`src/rtl/fp32_pkg.sv`:
```
// Shared FP32 field widths, exponent constants, flag bit positions and operand class type.
// Latency: none (declarations only).
// Backpressure: not applicable.
package fp32_pkg;

    localparam int EXP_W    = 8;
    localparam int FRAC_W   = 23;
    localparam int MANT_W   = FRAC_W + 1;
    localparam int OEXP_W   = 10;
    localparam int FLAG_W   = 5;

    localparam int EXP_BIAS = 127;
    localparam int EXP_MAX  = 255;

    // Bit positions inside the {nan, inf, zero, ovf, unf} flag vector.
    localparam int FLG_NAN  = 4;
    localparam int FLG_INF  = 3;
    localparam int FLG_ZERO = 2;
    localparam int FLG_OVF  = 1;
    localparam int FLG_UNF  = 0;

    typedef struct packed {
        logic nan;
        logic inf;
        logic zero;
        logic sub;
    } op_class_t;

endpackage

```
`src/rtl/add8bit.sv`:
```
// 8-bit ripple-carry adder with carry in and carry out.
// Latency: combinational.
// Backpressure: not applicable.
module add8bit (
    input  logic [7:0] a,
    input  logic [7:0] b,
    input  logic       cin,
    output logic [7:0] sum,
    output logic       cout
);

    // Ripple the carry bit by bit from the LSB.
    always_comb begin
        logic w_carry;
        sum     = '0;
        w_carry = cin;
        for (int i = 0; i < 8; i++) begin
            sum[i]  = a[i] ^ b[i] ^ w_carry;
            w_carry = (a[i] & b[i]) | (w_carry & (a[i] ^ b[i]));
        end
        cout = w_carry;
    end

endmodule

```
`src/rtl/fp32_unpack.sv`:
```
// Splits one FP32 operand into sign, effective exponent, {hidden, fraction} and class bits.
// Latency: combinational. Macro FP32_MUL_EXP_FTZ_EN flushes subnormals to zero.
// Backpressure: not applicable.
module fp32_unpack
    import fp32_pkg::*;
(
    input  logic [31:0]         i_op,
    output logic                o_sign,
    output logic [EXP_W-1:0]    o_exp,
    output logic [MANT_W-1:0]   o_mant,
    output op_class_t           o_cls
);

    logic [EXP_W-1:0]  w_exp;
    logic [FRAC_W-1:0] w_frac;
    logic              w_exp_zero;
    logic              w_exp_ones;
    logic              w_frac_zero;
    logic              w_sub;

    assign o_sign      = i_op[31];
    assign w_exp       = i_op[30:23];
    assign w_frac      = i_op[22:0];
    assign w_exp_zero  = (w_exp == '0);
    assign w_exp_ones  = (w_exp == '1);
    assign w_frac_zero = (w_frac == '0);
    assign w_sub       = w_exp_zero && !w_frac_zero;

    // Classify the operand and form the exponent/mantissa seen by the adder.
    always_comb begin
        o_cls.nan = w_exp_ones && !w_frac_zero;
        o_cls.inf = w_exp_ones && w_frac_zero;
        o_cls.sub = w_sub;
`ifdef FP32_MUL_EXP_FTZ_EN
        // Subnormals behave exactly like a zero operand.
        o_cls.zero = w_exp_zero;
        o_exp      = w_exp;
        o_mant     = w_exp_zero ? '0 : {1'b1, w_frac};
`else
        // Subnormals keep their fraction; their exponent is 1 (effective -126).
        o_cls.zero = w_exp_zero && w_frac_zero;
        o_exp      = w_sub ? EXP_W'(1) : w_exp;
        o_mant     = {!w_exp_zero, w_frac};
`endif
    end

endmodule

```
`src/rtl/fp32_mul_exp.sv`:
```
// FP32 multiplier exponent/classification stage: sign, ea+eb-BIAS, hidden-bit mantissas, flags.
// Latency: 2 cycles, 1 result/cycle. Macro FP32_MUL_EXP_FTZ_EN flushes subnormal inputs to zero.
// Backpressure: valid/ready; in_ready depends only on out_ready and stage valids, full pipe stalls.
module fp32_mul_exp
    import fp32_pkg::*;
#(
    parameter int BIAS = EXP_BIAS
) (
    input  logic                clk,
    input  logic                rst_n,
    input  logic                in_valid,
    output logic                in_ready,
    input  logic [31:0]         a,
    input  logic [31:0]         b,
    output logic                out_valid,
    input  logic                out_ready,
    output logic                out_sign,
    output logic [OEXP_W-1:0]   out_exp,
    output logic [MANT_W-1:0]   out_mant_a,
    output logic [MANT_W-1:0]   out_mant_b,
    output logic [FLAG_W-1:0]   out_flags
);

    localparam logic [OEXP_W-1:0] L_BIAS    = OEXP_W'(BIAS);
    localparam logic [OEXP_W-1:0] L_EXP_MAX = OEXP_W'(EXP_MAX);

    // Unpacked operands and exponent sum.
    logic                w_sign_a, w_sign_b;
    logic [EXP_W-1:0]    w_exp_a, w_exp_b;
    logic [MANT_W-1:0]   w_mant_a, w_mant_b;
    op_class_t           w_cls_a, w_cls_b;
    logic [EXP_W-1:0]    w_sum;
    logic                w_cout;

    // Stage 1 state.
    logic                r_s1_valid;
    logic                r_s1_sign;
    logic [EXP_W:0]      r_s1_raw;
    logic [MANT_W-1:0]   r_s1_mant_a, r_s1_mant_b;
    op_class_t           r_s1_cls_a, r_s1_cls_b;

    // Stage 2 state.
    logic                r_s2_valid;
    logic                r_s2_sign;
    logic [OEXP_W-1:0]   r_s2_exp;
    logic [MANT_W-1:0]   r_s2_mant_a, r_s2_mant_b;
    logic [FLAG_W-1:0]   r_s2_flags;

    // Handshake and stage-2 combinational results.
    logic                w_s2_adv, w_s1_adv, w_accept, w_s2_load;
    logic [OEXP_W-1:0]   w_exp;
    logic                w_nan, w_inf, w_zero, w_special;
    logic [FLAG_W-1:0]   w_flags;
    logic                w_unused_sub;

    fp32_unpack u_unpack_a (
        .i_op   (a),
        .o_sign (w_sign_a),
        .o_exp  (w_exp_a),
        .o_mant (w_mant_a),
        .o_cls  (w_cls_a)
    );

    fp32_unpack u_unpack_b (
        .i_op   (b),
        .o_sign (w_sign_b),
        .o_exp  (w_exp_b),
        .o_mant (w_mant_b),
        .o_cls  (w_cls_b)
    );

    add8bit u_add (
        .a    (w_exp_a),
        .b    (w_exp_b),
        .cin  (1'b0),
        .sum  (w_sum),
        .cout (w_cout)
    );

    // A stage moves when its output slot is free or being drained this cycle.
    assign w_s2_adv  = !r_s2_valid || out_ready;
    assign w_s1_adv  = !r_s1_valid || w_s2_adv;
    assign in_ready  = w_s1_adv;
    assign w_accept  = in_valid && w_s1_adv;
    assign w_s2_load = w_s2_adv && r_s1_valid;

    // Subnormal class is carried for the downstream view but not needed for flags here.
    assign w_unused_sub = r_s1_cls_a.sub ^ r_s1_cls_b.sub;

    // Unbias: raw sum 0..510 maps to -127..383, needing the full 10 signed bits.
    assign w_exp = {1'b0, r_s1_raw} - L_BIAS;

    // Special-case priority nan > inf > zero; range flags only for ordinary operands.
    always_comb begin
        w_nan     = r_s1_cls_a.nan || r_s1_cls_b.nan ||
                    (r_s1_cls_a.inf && r_s1_cls_b.zero) ||
                    (r_s1_cls_a.zero && r_s1_cls_b.inf);
        w_inf     = (r_s1_cls_a.inf || r_s1_cls_b.inf) && !w_nan;
        w_zero    = (r_s1_cls_a.zero || r_s1_cls_b.zero) && !w_nan && !w_inf;
        w_special = w_nan || w_inf || w_zero;
        w_flags            = '0;
        w_flags[FLG_NAN]   = w_nan;
        w_flags[FLG_INF]   = w_inf;
        w_flags[FLG_ZERO]  = w_zero;
        w_flags[FLG_OVF]   = !w_special && ($signed(w_exp) >= $signed(L_EXP_MAX));
        w_flags[FLG_UNF]   = !w_special && ($signed(w_exp) <= $signed(OEXP_W'(0)));
    end

    // Stage 1: capture unpacked operands and raw exponent sum on accept.
    always_ff @(posedge clk or negedge rst_n) begin
        if (!rst_n) begin
            r_s1_valid  <= 1'b0;
            r_s1_sign   <= 1'b0;
            r_s1_raw    <= '0;
            r_s1_mant_a <= '0;
            r_s1_mant_b <= '0;
            r_s1_cls_a  <= '0;
            r_s1_cls_b  <= '0;
        end else begin
            if (w_s1_adv) begin
                r_s1_valid <= in_valid;
            end
            if (w_accept) begin
                r_s1_sign   <= w_sign_a ^ w_sign_b;
                r_s1_raw    <= {w_cout, w_sum};
                r_s1_mant_a <= w_mant_a;
                r_s1_mant_b <= w_mant_b;
                r_s1_cls_a  <= w_cls_a;
                r_s1_cls_b  <= w_cls_b;
            end
        end
    end

    // Stage 2: capture unbiased exponent and flags when stage 1 hands over.
    always_ff @(posedge clk or negedge rst_n) begin
        if (!rst_n) begin
            r_s2_valid  <= 1'b0;
            r_s2_sign   <= 1'b0;
            r_s2_exp    <= '0;
            r_s2_mant_a <= '0;
            r_s2_mant_b <= '0;
            r_s2_flags  <= '0;
        end else begin
            if (w_s2_adv) begin
                r_s2_valid <= r_s1_valid;
            end
            if (w_s2_load) begin
                r_s2_sign   <= r_s1_sign;
                r_s2_exp    <= w_exp;
                r_s2_mant_a <= r_s1_mant_a;
                r_s2_mant_b <= r_s1_mant_b;
                r_s2_flags  <= w_flags;
            end
        end
    end

    assign out_valid  = r_s2_valid;
    assign out_sign   = r_s2_sign;
    assign out_exp    = r_s2_exp;
    assign out_mant_a = r_s2_mant_a;
    assign out_mant_b = r_s2_mant_b;
    assign out_flags  = r_s2_flags;

endmodule
```
`config.mk`:
```
export PLATFORM = sky130hd
export DESIGN_NAME = fp32_mul_exp
export DESIGN_NICKNAME = d
export VERILOG_FILES = /design/src/rtl/fp32_pkg.sv /design/src/rtl/add8bit.sv /design/src/rtl/fp32_unpack.sv /design/src/rtl/fp32_mul_exp.sv
export SDC_FILE = /design/constraint.sdc
export NUM_CORES = 1
export LEC_CHECK = 0
export CORE_MARGIN = 10
export CORE_UTILIZATION = 45
export CTS_CLUSTER_DIAMETER = 50
export DETAILED_ROUTE_END_ITERATION = 12
export PLACE_DENSITY = 0.83
export SYNTH_ARGS = -nofsm -noshare
export SYNTH_HDL_FRONTEND = slang
export SYNTH_SLANG_ARGS = --single-unit
export TNS_END_PERCENT = 10
```
`constraint.sdc`:
```
create_clock -name clk -period 1.7 [get_ports clk]
set_input_delay 0.34 -clock clk [delete_from_list [all_inputs] [get_ports clk]]
set_output_delay 0.34 -clock clk [all_outputs]
set_load 0.02 [all_outputs]
```
# After elaboration in Yosys (flattened, before gate mapping)
# Cells that the tools add are included.
dict set report word_totals {
  regBits 130
  out_inout_bits 66
}
dict set report classes {
  n_addsub 1
  n_lt_le_gt_ge 2
  eq_ne 2
  muxes 2
  bitwise 38
  reduce_logical 39
}
# operator count
set ops {}
lappend ops {{zero test 23 bit} 2}
lappend ops {{logical AND 1 bit} 17}
lappend ops {{equality test 8 bit (second input constant)} 2}
lappend ops {{zero test 8 bit} 2}
lappend ops {{2-to-1 mux 8 bit} 2}
lappend ops {{bitwise XOR 1 bit} 16}
lappend ops {{bitwise AND 1 bit} 15}
lappend ops {{greater-or-equal comparator 10 x 9 -> 1 bit (second input constant)} 1}
lappend ops {{less-or-equal comparator 10 x 1 -> 1 bit (second input constant)} 1}
lappend ops {{subtractor 9 x 7 -> 10 bit (second input constant)} 1}
lappend ops {{zero test 1 bit} 9}
lappend ops {{logical OR 1 bit} 9}
lappend ops {{bitwise OR 1 bit} 7}

# Longest topological paths before layout
dict set report logic_depth {
  ltp_word 19
  depth_mapped 14
  ltp_nobuf 14
}

# By module
# A second synthesis with hierarchy kept.
dict set report hier_totals {
  hier_cells 483
  area_unflattened_um2 6127.1
}
# module instances cells_per_inst area_each_um2 seq_area_each_um2
set modules_own_cells {}
lappend modules_own_cells {fp32_mul_exp 1 355 5208.7 3253.1}
lappend modules_own_cells {fp32_unpack 2 55 360.3 0.0}
lappend modules_own_cells {add8bit 1 18 197.7 0.0}

# Worst setup path after synthesis
# No wires, ideal clock.
dict set report synth_timing {
  kind {input -> register}
  from {input a[24]}
  to {register r_s1_raw[7]}
  setup_time_ps 131
  arrival_time_ps 3605
  t_required_ps 1569
  path_slack_ps -2037
  cell_stages 13
  path_buffers 0
  cell_sequence {nor4_1 > nand2_1 > o21bai_1 > ha_1 > fa_1 > inv_1 > fa_1 > fa_1 > fa_1 > fa_1 > fa_1 > fa_1 > o21ai_0}
}
dict set report synth_via {
  elab_chain_cells 17
  elab_cells_between_ends 30
  cone_classes {mux: 1; bitwise: 27; reduce/logical: 2}
}
# item line
set synth_rtl {}
lappend synth_rtl {{from (decl)} fp32_mul_exp.sv:13} ;# input logic [31:0] a,
lappend synth_rtl {{zero test 8 bit} fp32_unpack.sv:24} ;# assign w_exp_zero = (w_exp == '0);
lappend synth_rtl {{logical AND 1 bit} fp32_unpack.sv:27} ;# assign w_sub = w_exp_zero && !w_frac_zero;
lappend synth_rtl {{2-to-1 mux 8 bit (*)} fp32_unpack.sv:42} ;# o_exp = w_sub ? EXP_W'(1) : w_exp;
lappend synth_rtl {{bitwise AND 1 bit / bitwise XOR 1 bit (equally long branches)} add8bit.sv:19} ;# w_carry = (a[i] & b[i]) | (w_carry & (a[i] ^ b[i]));
lappend synth_rtl {{bitwise AND 1 bit} add8bit.sv:19}
lappend synth_rtl {{bitwise OR 1 bit} add8bit.sv:19}
lappend synth_rtl {{bitwise AND 1 bit} add8bit.sv:19}
lappend synth_rtl {{bitwise OR 1 bit} add8bit.sv:19}
lappend synth_rtl {{bitwise AND 1 bit} add8bit.sv:19}
lappend synth_rtl {{bitwise OR 1 bit} add8bit.sv:19}
lappend synth_rtl {{bitwise AND 1 bit} add8bit.sv:19}
lappend synth_rtl {{bitwise OR 1 bit} add8bit.sv:19}
lappend synth_rtl {{bitwise AND 1 bit} add8bit.sv:19}
lappend synth_rtl {{bitwise OR 1 bit} add8bit.sv:19}
lappend synth_rtl {{bitwise AND 1 bit} add8bit.sv:19}
lappend synth_rtl {{bitwise OR 1 bit} add8bit.sv:19}
lappend synth_rtl {{bitwise XOR 1 bit (*)} add8bit.sv:18} ;# sum[i] = a[i] ^ b[i] ^ w_carry;
lappend synth_rtl {{to (signal assigned)} fp32_mul_exp.sv:125} ;# r_s1_raw <= {w_cout, w_sum};
lappend synth_rtl {{to (decl)} fp32_mul_exp.sv:38} ;# logic [EXP_W:0] r_s1_raw;
# Mark *: on every way between the ends. The rest lies on a longest branch, timed or not.
# A chain may end at the register's enable or synchronous reset.

# Final worst setup path
dict set report layout_timing {
  from {input a[9]}
  to {register r_s1_raw[7]}
}
dict set report layout_via {
  elab_chain_cells 18
  elab_cells_between_ends 31
  cone_classes {mux: 1; bitwise: 27; reduce/logical: 3}
}
# item line
set layout_rtl {}
lappend layout_rtl {{zero test 23 bit (*)} fp32_unpack.sv:26} ;# assign w_frac_zero = (w_frac == '0);
lappend layout_rtl {{zero test 1 bit (*)} fp32_unpack.sv:27}
lappend layout_rtl {{logical AND 1 bit (*)} fp32_unpack.sv:27}
lappend layout_rtl {{2-to-1 mux 8 bit (*)} fp32_unpack.sv:42}
lappend layout_rtl {{bitwise AND 1 bit / bitwise XOR 1 bit (equally long branches)} add8bit.sv:19}
lappend layout_rtl {{bitwise AND 1 bit} add8bit.sv:19}
lappend layout_rtl {{bitwise OR 1 bit} add8bit.sv:19}
lappend layout_rtl {{bitwise AND 1 bit} add8bit.sv:19}
lappend layout_rtl {{[2 not listed]} -}
lappend layout_rtl {{bitwise OR 1 bit} add8bit.sv:19}
lappend layout_rtl {{bitwise AND 1 bit} add8bit.sv:19}
lappend layout_rtl {{bitwise OR 1 bit} add8bit.sv:19}
lappend layout_rtl {{bitwise AND 1 bit} add8bit.sv:19}
lappend layout_rtl {{bitwise OR 1 bit} add8bit.sv:19}
lappend layout_rtl {{bitwise AND 1 bit} add8bit.sv:19}
lappend layout_rtl {{bitwise OR 1 bit} add8bit.sv:19}
lappend layout_rtl {{bitwise XOR 1 bit (*)} add8bit.sv:18}
# Marks and branches as above.

==> run summary <==
M1 WL -> 5250 µm
R2R Setup Slk -> -0.08 ns
routability cong. -> 0.852
Critical Path Fanout Max -> 2
Final Hold Fails -> 0
drc violations -> 0
Least-Margin Pin Slew -> 0.325 ns
H-tree depth -> 4
Yosys reg bits -> 130
Leak Pwr -> 3.63 nW
Post-CTS Setup Bufs -> 0
Total Routing Usage GR -> 17.1%
syn_area_per_cell -> 13.3 µm²
root buf cell -> clkbuf_16
WL met2 -> 7250 µm
deepest clock path buffer count -> 2
Initial Util -> 45.9%
CP required -> 2.00 ns
CP arrival -> 3.80 ns
Finished Core Util -> 67.4%
final instance area -> 8060 µm²
WL/cell -> 18.0 µm
WL met3 -> 1190 µm
Syn Std Cell Area -> 5500 µm²
unrepaired setup endpoints after global routing -> true
most frequent cells in the layout -> 130 x dfrtp_1, 99 x mux2_2, 74 x dlygate4sd2_1
HP Class -> input port to register
Yosys warnings -> 0
max-cap violation count -> 0
Setup Crit Path Kind -> input port to register
CTS Sinks -> 130
die height -> 131 µm
Placeable Area -> 12,000 µm²
Layout Cells excl Fill -> 772
most common cell after layout, fill and taps aside -> dfrtp_1
run status -> finished with violations
Die ar. -> 17,000 µm²
worst vdd ir -> 973 µV
CTS Buf Count -> 17
ys async rst share -> 100%
fin. max-slew vios -> 0
Seq/Total Area, Yosys -> 59.2%
iteration-0 DRC count of the detailed router -> 146
EDFF count, synth -> 0
crit path capture -> r_s1_raw[7]
Post-Synthesis Cells -> 414
CTS tree -> done
Fmax achieved -> 285 MHz
hold depth -> 2
I/O Buffers -> 133
worst-skew pair later-pin latency -> 0.42 ns
worst r2r path cells -> 5
pin count of the biggest net entering global routing -> 50
remaining antenna violation count -> 0
via/cell ratio -> 5.12
skew final -> 0.00435 ns
P&R area growth vs syn -> 46.7%
first-pass GRT wire length -> 22,500 µm
placed inst area -> 7530 µm²
first drt pass iteration count -> 4
r2r endpoint -> out_flags[0]
Final Cycle Share -> 206%
Tmin final -> 3.50 ns
share of layout cells above drive strength 1 -> 43.7%
post-synth net total -> 493
violated checks -> setup timing
Synth Flop Type -> dfrtp_1
vias -> 3,955
Tot Pwr -> 0.0100 W
initial antenna violation count -> 0
worst setup margin -> -1.80 ns
vias in the first global route -> 4,468
CP Launch Type -> input port
worst hold start -> b[20]
crit end category -> register
crit path launch -> a[9]
placed cell count -> 739
Final #Nets -> 691
highest routed layer -> met4
setup TNS -> -8.19 ns
worst r2r src -> r_s1_cls_b[3]
Clk pin slew, worst setup/hold paths -> 0.05 ns
WL final -> 13,900 µm
Final Setup Violations -> 9
die width -> 131 µm
I/O Pins -> 134
GRT overflow -> 0
Antenna diodes -> 0
P per Cell Area -> 1250 nW/µm²
Worst slew margin -> 78.3%
Distinct cells, synth -> 36
post-DP HPWL -> 10,400 µm
# rows -> 40
kinds of logic after synthesis:
| family | synth area share, % |
|---|---|
| AO/OA/AOI/OAI | 4.55 |
| multiplexers | 20.3 |
| buffers and inverters | 2.78 |
| XOR/XNOR | 1.91 |
| adder cells (fa/ha/maj) | 3.46 |
| flip-flops | 59.2 |
| AND/OR/NAND/NOR | 7.81 |
worst max-delay path: stages:
cell           delay, ns
dlygate4sd2_1       0.25
nor4_2              0.06
nand2_1             0.12
nor2_4              0.07
o21bai_1            0.17
ha_2                0.22
fa_2                0.20
inv_2               0.04
fa_2                0.33
fa_2                0.36
fa_2                0.35
fa_2                0.35
fa_2                0.36
fa_2                0.53
o21ai_1             0.05
stage by stage:
step / hold slack [ns] / setup WS (ns)
floorplan: 0.0444 / -1.85
global placement: 0.255 / -2.38
detailed placement: 0.262 / -2.54
CTS: 0.158 / -1.79
global route: 0.164 / -1.91
finish: 0.166 / -1.80
area by class of cell:
cell class                      instances  area [µm²]
Tap cell                              147         184
Inverter                               14        52.6
Timing Repair Buffer                  202        1730
Clock buffer                           22         484
Clock inverter                         10        82.6
Multi-Input combinational cell        247        2270
Fill cell                             879        3900
Sequential cell                       130        3250
metal layers:
layer | up-vias | GRT usage [%]
met4 | 0 | 6.67
met1 | 1957 | 17.9
met5 | - | 0
met2 | 110 | 29.4
met3 | 20 | 7.70
li1 | 1868 | -
power breakdown:
group	total (W)	internal (W)	switching [W]	leakage [nW]
combinational	0.00257	0.00122	0.00135	1.82
clock	0.00344	0.00214	0.00129	0.277
sequential	0.00403	0.00370	0.000322	1.54
registers in the layout, indices dropped and copies added, names as in the netlist:
name	flops
out_mant_a	24
out_sign	1
r_s1_valid	1
r_s1_sign	1
r_s1_cls_a	3
r_s1_raw	9
r_s1_mant_a	24
out_exp	10
r_s1_mant_b	24
out_valid	1
out_mant_b	24
out_flags	5
r_s1_cls_b	3
worst min path at each step:
stage	slack [ns]	to
finish	0.17	r_s1_mant_b[20]
global route	0.16	r_s1_mant_b[18]
CTS	0.16	r_s1_mant_b[20]
detailed placement	0.26	r_s1_mant_a[12]
global placement	0.26	r_s1_mant_a[12]
floorplan	0.04	out_exp[0]
cells in the mapped netlist, types with 5 or more instances:
cell type	number	share of area (%)
xnor2_1	6	0.96
mux2_2	99	20
inv_1	14	0.96
fa_1	7	2.6
xor2_1	6	0.96
nand4_1	7	0.80
o21ai_0	19	1.7
buf_2	8	0.73
dfrtp_1	130	59
buf_1	5	0.34
nor2_1	10	0.68
nor3_1	6	0.55
clkbuf_1	9	0.61
nand2_1	33	2.3
nor4_1	14	1.6
what timing repair did:
item	4_1_cts	5_1_grt
gates resized for setup	274	13
setup endpoints to repair	77	12
hold buffers	1	0
hold endpoints to repair	20	0
pin swaps	30	1
Note: power is estimated with default switching activity, not from simulation.
